`src/rtl/uart_sim_pkg.sv`:
```
// Shared types and helpers for the simulation-side UART responder.
package uart_sim_pkg;

  localparam int unsigned UART_CH_W = 8;

  typedef logic [UART_CH_W-1:0] uart_ch_t;
  typedef logic [31:0]          uart_cnt_t;

  localparam uart_ch_t UART_EMPTY_CH = 8'hff;

  // Increment that sticks at all-ones instead of wrapping.
  function automatic uart_cnt_t sat_inc(input uart_cnt_t c);
    return (c == '1) ? c : c + 32'd1;
  endfunction

endpackage

```
`src/rtl/uart_char_fifo.sv`:
```
// DEPTH-entry register-array character FIFO with flush; head is read combinationally.
module uart_char_fifo
  import uart_sim_pkg::*;
#(
  parameter int unsigned DEPTH = 16
) (
  input  logic                         clock,
  input  logic                         reset_n,
  input  logic                         push,
  input  uart_ch_t                     wr_ch,
  input  logic                         pop,
  input  logic                         flush,
  output uart_ch_t                     head,
  output logic [$clog2(DEPTH+1)-1:0]   level,
  output logic                         full,
  output logic                         empty
);

  localparam int unsigned PTR_W = $clog2(DEPTH);
  localparam int unsigned LVL_W = $clog2(DEPTH+1);

  uart_ch_t             mem_q [DEPTH];
  logic [PTR_W-1:0]     rd_ptr_q, rd_ptr_d;
  logic [PTR_W-1:0]     wr_ptr_q, wr_ptr_d;
  logic [LVL_W-1:0]     level_q,  level_d;

  always_comb begin
    rd_ptr_d = rd_ptr_q;
    wr_ptr_d = wr_ptr_q;
    level_d  = level_q;
    if (flush) begin
      rd_ptr_d = '0;
      wr_ptr_d = '0;
      level_d  = '0;
    end else begin
      if (push) wr_ptr_d = wr_ptr_q + PTR_W'(1);
      if (pop)  rd_ptr_d = rd_ptr_q + PTR_W'(1);
      case ({push, pop})
        2'b10:   level_d = level_q + LVL_W'(1);
        2'b01:   level_d = level_q - LVL_W'(1);
        default: level_d = level_q;
      endcase
    end
  end

  always_ff @(posedge clock or negedge reset_n) begin
    if (!reset_n) begin
      rd_ptr_q <= '0;
      wr_ptr_q <= '0;
      level_q  <= '0;
    end else begin
      rd_ptr_q <= rd_ptr_d;
      wr_ptr_q <= wr_ptr_d;
      level_q  <= level_d;
    end
  end

  // Storage needs no reset: contents are only visible when level is nonzero.
  always_ff @(posedge clock) begin
    if (push && !flush) mem_q[wr_ptr_q] <= wr_ch;
  end

  assign head  = mem_q[rd_ptr_q];
  assign level = level_q;
  assign full  = (level_q == LVL_W'(DEPTH));
  assign empty = (level_q == '0);

  always_ff @(posedge clock) begin
    if (reset_n) begin
      assert (level_q <= LVL_W'(DEPTH)) else $error("fifo level above DEPTH");
      assert (!(push && full))          else $error("fifo push while full");
      assert (!(pop && empty))          else $error("fifo pop while empty");
    end
  end

endmodule

```
`src/rtl/uart_in_responder.sv`:
```
// Answers DUT getc requests from a host-filled FIFO, with optional pacing gap and statistics.
module uart_in_responder
  import uart_sim_pkg::*;
#(
  parameter int unsigned DEPTH    = 16,
  parameter int unsigned MIN_GAP  = 0,
  parameter uart_ch_t    EMPTY_CH = UART_EMPTY_CH
) (
  input  logic                        clock,
  input  logic                        reset_n,
  input  logic                        host_valid,
  output logic                        host_ready,
  input  uart_ch_t                    host_ch,
  input  logic                        flush,
  input  logic                        io_uart_in_valid,
  output uart_ch_t                    io_uart_in_ch,
  output logic [$clog2(DEPTH+1)-1:0]  level,
  output logic                        gap_busy,
  output uart_cnt_t                   delivered_cnt,
  output uart_cnt_t                   underflow_cnt
);

  localparam int unsigned GAP_W = (MIN_GAP > 0) ? $clog2(MIN_GAP+1) : 1;

  logic             push_c, pop_c, deliverable_c;
  logic             fifo_full, fifo_empty;
  uart_ch_t         fifo_head;
  logic [GAP_W-1:0] gap_q, gap_d;
  uart_cnt_t        delivered_q, delivered_d;
  uart_cnt_t        underflow_q, underflow_d;

  uart_char_fifo #(.DEPTH(DEPTH)) u_fifo (
    .clock   (clock),
    .reset_n (reset_n),
    .push    (push_c),
    .wr_ch   (host_ch),
    .pop     (pop_c),
    .flush   (flush),
    .head    (fifo_head),
    .level   (level),
    .full    (fifo_full),
    .empty   (fifo_empty)
  );

  assign deliverable_c = !fifo_empty && (gap_q == '0);
  assign host_ready    = !fifo_full && !flush;
  assign push_c        = host_valid && host_ready;
  assign pop_c         = io_uart_in_valid && deliverable_c && !flush;
  assign io_uart_in_ch = deliverable_c ? fifo_head : EMPTY_CH;

  // Gap reload on delivery wins over decrement; flush clears any gap in progress.
  always_comb begin
    gap_d       = gap_q;
    delivered_d = delivered_q;
    underflow_d = underflow_q;
    if (flush)               gap_d = '0;
    else if (pop_c)          gap_d = GAP_W'(MIN_GAP);
    else if (gap_q != '0)    gap_d = gap_q - GAP_W'(1);
    if (pop_c)                                   delivered_d = sat_inc(delivered_q);
    if (io_uart_in_valid && !deliverable_c)      underflow_d = sat_inc(underflow_q);
  end

  always_ff @(posedge clock or negedge reset_n) begin
    if (!reset_n) begin
      gap_q       <= '0;
      delivered_q <= '0;
      underflow_q <= '0;
    end else begin
      gap_q       <= gap_d;
      delivered_q <= delivered_d;
      underflow_q <= underflow_d;
    end
  end

  assign gap_busy      = (gap_q != '0);
  assign delivered_cnt = delivered_q;
  assign underflow_cnt = underflow_q;

endmodule

```
`config.mk`:
```
export PLATFORM = sky130hd
export DESIGN_NAME = uart_in_responder
export DESIGN_NICKNAME = d
export VERILOG_FILES = /design/src/rtl/uart_sim_pkg.sv /design/src/rtl/uart_char_fifo.sv /design/src/rtl/uart_in_responder.sv
export SDC_FILE = /design/constraint.sdc
export NUM_CORES = 1
export LEC_CHECK = 0
export BUFFER_PORTS_ARGS = -buffer_cell sky130_fd_sc_hd__buf_4
export CORE_ASPECT_RATIO = 1.5
export CORE_MARGIN = 5
export CORE_UTILIZATION = 54
export CTS_CLUSTER_DIAMETER = 50
export CTS_CLUSTER_SIZE = 12
export DETAILED_ROUTE_END_ITERATION = 8
export GPL_TIMING_DRIVEN = 0
export PLACE_DENSITY = 0.85
export SYNTH_ARGS = -nofsm -noshare
export SYNTH_HDL_FRONTEND = slang
export SYNTH_HIERARCHICAL = 1
export SYNTH_SLANG_ARGS = --single-unit
```
`constraint.sdc`:
```
create_clock -name clock -period 3.8 [get_ports clock]
set_clock_uncertainty 0.15 [all_clocks]
set_input_delay 0.76 -clock clock [delete_from_list [all_inputs] [get_ports clock]]
set_output_delay 0.76 -clock clock [all_outputs]
set_load 0.01 [all_outputs]
```
Word-level counts from Yosys, hierarchy flattened
Memory sizes are Yosys's and may differ from the RTL's.
Cells that the tools add are included.
{ "classes": {"n_bitwise": 3, "n_mux": 12, "eq_ne": 5, "n_reduce_logical": 17, "n_addsub": 7} }
{ "op_table": {"columns": ["op", "count"], "rows": [
  ["adder 32 x 1 -> 32 bit (second input constant)", 2],
  ["== test 32 bit (second input constant)", 2],
  ["2-to-1 mux 4 bit", 4],
  ["case mux 5 bit (2 select lines)", 1],
  ["adder 4 x 1 -> 4 bit (second input constant)", 2],
  ["2-to-1 mux 8 bit", 1],
  ["logical AND 1 bit", 7],
  ["adder 5 x 1 -> 5 bit (second input constant)", 1],
  ["== test 5 bit (second input constant)", 1],
  ["logical NOT 5 bit", 1],
  ["2-to-1 mux 1 bit", 5],
  ["2-to-1 mux 5 bit", 1],
  ["subtractor 5 x 1 -> 5 bit (second input constant)", 1],
  ["logical NOT 1 bit", 4],
  ["AND reduction 2 bit", 2],
  ["nonzero test 2 bit", 2],
  ["NOT 1 bit", 3],
  ["nonzero test 3 bit", 1],
  ["== test 2 x 1 -> 1 bit (second input constant)", 1],
  ["== test 2 bit (second input constant)", 1],
  ["subtractor 1 bit (second input constant)", 1]
]} }
{ "totals": {"n_memories": 1, "inputBits": 13, "word_cells": 51, "out_inout_bits": 79, "regBits": 78, "ram_bits": 128} }
{ "memory_table": {"columns": ["memory", "words", "width", "read_ports", "rd_ports_with_merged_regs", "wr", "line", "text"], "rows": [
  ["u_fifo.mem_q", 16, 8, 1, 0, 1, "uart_char_fifo.sv:22", "uart_ch_t mem_q [DEPTH];"]
]} }

Logic depth before layout (Yosys ltp)
{ "depth": {"ltp_word": 8, "ltp_mapped": 16, "mapped_depth_nobuf": 13} }

Cells and area by module
The synthesis kept the hierarchy.
{ "by_module_without_submodules": {"columns": ["module", "n_inst", "area_per_inst_um2", "seq_area_each_um2", "cells_each"], "rows": [
  ["uart_char_fifo", 1, 5791.8, 4169.0, 301],
  ["uart_in_responder", 1, 3209.3, 1601.5, 315]
]} }

Worst setup path after synthesis
Ideal clock, no wire load.
{ "synth_path": {"path_type": "reg-to-reg", "from": "reg u_fifo.level_q[1] (netlist: u_fifo/level[1])", "to": "reg u_fifo.level_q[4] (netlist: u_fifo/level[4])", "setup_time_ns": 0.119, "required_ns": 3.531, "t_arrival_ns": 2.655, "stages_incl_launch_ff": 17, "period_less_slack_ns": 2.923, "slack_ns": 0.877, "n_path_buf": 3, "cell_sequence": "dfrtp_1 -> clkbuf_1 -> nor2_1 -> nand2_1 -> nor2_1 -> nor2_1 -> nand2_1 -> inv_1 -> clkbuf_1 -> nor2b_1 -> buf_2 -> xor2_1 -> ha_1 -> a31o_2 -> a32oi_1 -> xnor2_1 -> nor2_1"} }
{ "synth_between": {"elab_chain_len": 8, "word_cells_on_any_way": 16, "cone_classes": "add/sub: 2; eq/ne: 3; mux: 2; reduce/logical: 9"} }
{ "synth_lines": {"columns": ["item", "line", "text"], "rows": [
  ["start: declaration", "uart_char_fifo.sv:25", "logic [LVL_W-1:0] level_q, level_d;"],
  ["start signal: assignment", "uart_char_fifo.sv:54", "level_q <= level_d;"],
  ["logical NOT 5 bit (*)", "uart_char_fifo.sv:66", "assign empty = (level_q == '0);"],
  ["via fifo_empty", "uart_in_responder.sv:26", "logic fifo_full, fifo_empty;"],
  ["logical NOT 1 bit (*)", "uart_in_responder.sv:45", "assign deliverable_c = !fifo_empty && (gap_q == '0);"],
  ["logical AND 1 bit (*)", "uart_in_responder.sv:45", null],
  ["logical AND 1 bit (*) (2 in series)", "uart_in_responder.sv:48", "assign pop_c = io_uart_in_valid && deliverable_c && !flush;"],
  ["via pop_c", "uart_in_responder.sv:25", "logic push_c, pop_c, deliverable_c;"],
  ["== test 2 x 1 -> 1 bit / == test 2 bit (equally long branches)", "uart_char_fifo.sv:38", "case ({push, pop})"],
  ["case mux 5 bit (2 select lines)", "uart_char_fifo.sv:38", null],
  ["2-to-1 mux 5 bit", "uart_char_fifo.sv:31", "if (flush) begin"]
]} }
The timed path passes the listed nets; every way through them passes the cells marked *.
A chain may end at the register's enable or synchronous reset.

Final worst setup path
{ "layout_path": {"from": "reg u_fifo.rd_ptr_q[1]", "to": "out io_uart_in_ch[5]"} }
{ "layout_between": {"elab_chain_len": 2} }
{ "layout_lines": {"columns": ["item", "line", "text"], "rows": [
  ["start: declaration", "uart_char_fifo.sv:23", "logic [PTR_W-1:0] rd_ptr_q, rd_ptr_d;"],
  ["start signal: assignment", "uart_char_fifo.sv:52", "rd_ptr_q <= rd_ptr_d;"],
  ["memory read (16 x 8 bit)", null, null],
  ["via fifo_head[5]", "uart_in_responder.sv:27", "uart_ch_t fifo_head;"],
  ["2-to-1 mux 8 bit", "uart_in_responder.sv:49", "assign io_uart_in_ch = deliverable_c ? fifo_head : EMPTY_CH;"],
  ["end: declaration", "uart_in_responder.sv:16", "output uart_ch_t io_uart_in_ch,"]
]} }
The timed path passes the listed nets, and every way through them passes these cells.

==> results.cfg <==
[run_status]
status = completed

[worst_setup_path]
endpoint = io_uart_in_ch[5]
arrival_ns = 2.69
start_kind = flip-flop
reg2reg_setup_slack_ns = 0.50
required_ns = 2.89
worstReg2RegEnd = u_fifo/level[4]
cp_max_fo = 10
startpoint = u_fifo/rd_ptr_q[1]
worst-setup-path-type = reg -> out
endpoint_kind = output pin
r2r_cells = 15
regToRegStartpoint = u_fifo/level[1]

[clock_network]
cts_hold_buffers = 0
cts_num_sinks = 205
clock-root-buffer = clkbuf_16
cts_buffer_depth = 3
clk_pin_slew_ns = 0.06
tritoncts = built
worstSkewPairLatency_ns = 0.50
cts_setup_buffers = 0
post_cts_resized = 0
ctsHtreeMaxLevel = 1
cts_buffers = 21

[die]
ioPinCount = 92
dieWidth_um = 115
die_y_um = 168
start_util_pct = 55.1
rows = 57
coreArea_um2 = 16300
die_area_um2 = 19400

[timing]
tightest_slew_ns = 0.954
timing.final.crit_share_pct = 94.7
hold_viol = 0
tns_ns = 0
layout_setup_ws_ns = 0.201
slew_viol_final = 0
setup_viol = 0
max_freq_mhz = 278
period_minus_slack_ns = 3.60
rsz0062_at_grt = no
whs_ns = 0.255
max_slew_margin_pct = 36.4

[synth]
ys.warnings.count = 6
synth-seq-cells = 205
synth_area_um2 = 9000
async_flop_share_pct = 37.6
synth_edf_count = 128
yosysSeqAreaShare_pct = 64.1
ys_types = 57
synthesis.nets = 638
netlist_instances = 616
synthFlopType = edfxtp_1
syn-mean-instance-area_um2 = 14.6

[global_route]
grt_pass1_vias = 5860
grt_pass1_wl_mm = 31.5
grt_antenna_before_repair = 0
gr-total-overflow = 0
grt_max_degree = 78
grtUsageTotal_pct = 20.6

[drt]
ant_nets = 0
drc = 0
drt_iter0_drc = 548
routed_wl_mm = 19.8
post_drt_wl_per_cell_um = 20.9
dr_total_vias = 5678
dr.pass1.iters = 7
vias_per_cell = 6.00

[cells_and_area]
nFillCells = 1156
post-route-util_pct = 64.7
seq_area_um2 = 5770
multiInputGateArea_um2 = 3040
num_antenna_cells = 0
area_growth_pct = 17.3
layout-drive-gt1-share_pct = 23.0
nNetsFinal = 750

[min_path]
hold_path.class = in -> async

[power]
max-vdd-ir-drop_mv = 0.458
p_leak_nw = 4.20
power_density_nw_per_um2 = 513

[placement]
dpl.hpwl_mm = 13.5
portBuffers = 90
pre_cts_ws_ns = 0.321
place_congestion = 0.861

[flow_run]
maxCapViolations = 0
metal layers:
metal / share of wire (%) / GRT usage (%) / vias to the layer above
met4: 3.2 / 7.00 / 0
met1: 37 / 24.8 / 2881
met5: 0 / 0 / -
met3: 6.2 / 3.27 / 46
met2: 54 / 37.2 / 209
li1: - / - / 2542
critical path: stages (launching register included):
cell and delay, ns:
dfrtp_1 0.36, clkbuf_8 0.17, clkbuf_1 0.46, mux4_2 0.41, a22oi_1 0.26, nand2_1 0.08, or2_2 0.30, buf_4 0.15
cells in the mapped netlist (4+ instances only):
library cell  number  area (um2)
a22oi_1           17         128
nand2_1           39         146
xnor2_1           27         236
mux4_2            18         405
nand3_1           24         120
clkbuf_1           8        30.0
buf_2              6        30.0
dfrtp_1           77        1930
inv_1              8        30.0
a41oi_1            4        35.0
edfxtp_1         128        3840
nand4_1           22         138
and2_1            20         125
nor3_1            17        85.1
nor2_1            45         169
nor2b_1            5        31.3
ha_1               9         113
or2_2             11        68.8
xor2_1            43         377
and3_1            11        68.8
mux4_1            14         368
nor4_1            12        75.1
and4_1             4        35.0
metrics by stage:
stage               std cells  power [mW]  instance area (um2)
floorplan                 616        3.13                 9000
global placement          912        3.49                 9930
detailed placement        912        3.53                 9930
CTS                       947        5.47                10600
global route              946        5.64                10600
finish                    946        5.42                10600
report_power, final:
part	total, mW	internal, mW	leakage [nW]	switching, mW
logic	0.898	0.422	1.70	0.476
clock network	1.93	1.13	0.305	0.795
registers	2.60	2.46	2.19	0.134
total	5.42	4.01	4.20	1.40
worst min path at each step:
stage               slack [ns]           endpoint
detailed placement        0.34  delivered_cnt[12]
finish                    0.26  underflow_cnt[19]
floorplan                 0.31   delivered_cnt[0]
global placement          0.33  delivered_cnt[12]
global route              0.33    u_fifo/level[4]
CTS                       0.28  underflow_cnt[19]
sequential cells by signal (all words and copies together), names as in the netlist:
register         flops
u_fifo/mem_q       128
u_fifo/level         5
u_fifo/wr_ptr_q      4
u_fifo/rd_ptr_q      4
delivered_cnt       32
underflow_cnt       32
kinds of logic after synthesis:
group | count (synthesis) | share of synthesized area (%)
xor+xnor | 70 | 6.81
compound gates | 33 | 2.68
fa+ha+maj | 9 | 1.25
other cells | 1 | 0.0417
mux | 37 | 9.17
buf+inv | 31 | 2.13
simple gates | 230 | 13.8
flops | 205 | 64.1
layout make-up:
| cell class | instances | share of cell area (%) |
|---|---|---|
| buffer | 22 | 1.49 |
| clock buffer | 32 | 5.57 |
| clock inverter | 3 | 0.415 |
| inverter | 8 | 0.284 |
| multi-input combinational | 380 | 28.8 |
| sequential | 205 | 54.6 |
| tap | 206 | 2.44 |
| timing repair buffer | 90 | 6.40 |
layout by cell type (no fill, tap or decap), drive strengths merged, types with 14 or more instances in the layout:
cell type  instances
nor3              17
clkbuf            40
xor2              43
a22oi             17
nand2             39
edfxtp           128
mux4              32
xnor2             27
nand4             23
buf              101
dfrtp             77
nor4              14
nand3             24
and2              20
nor2              45
No activity file was read; power rests on OpenSTA's default activity.
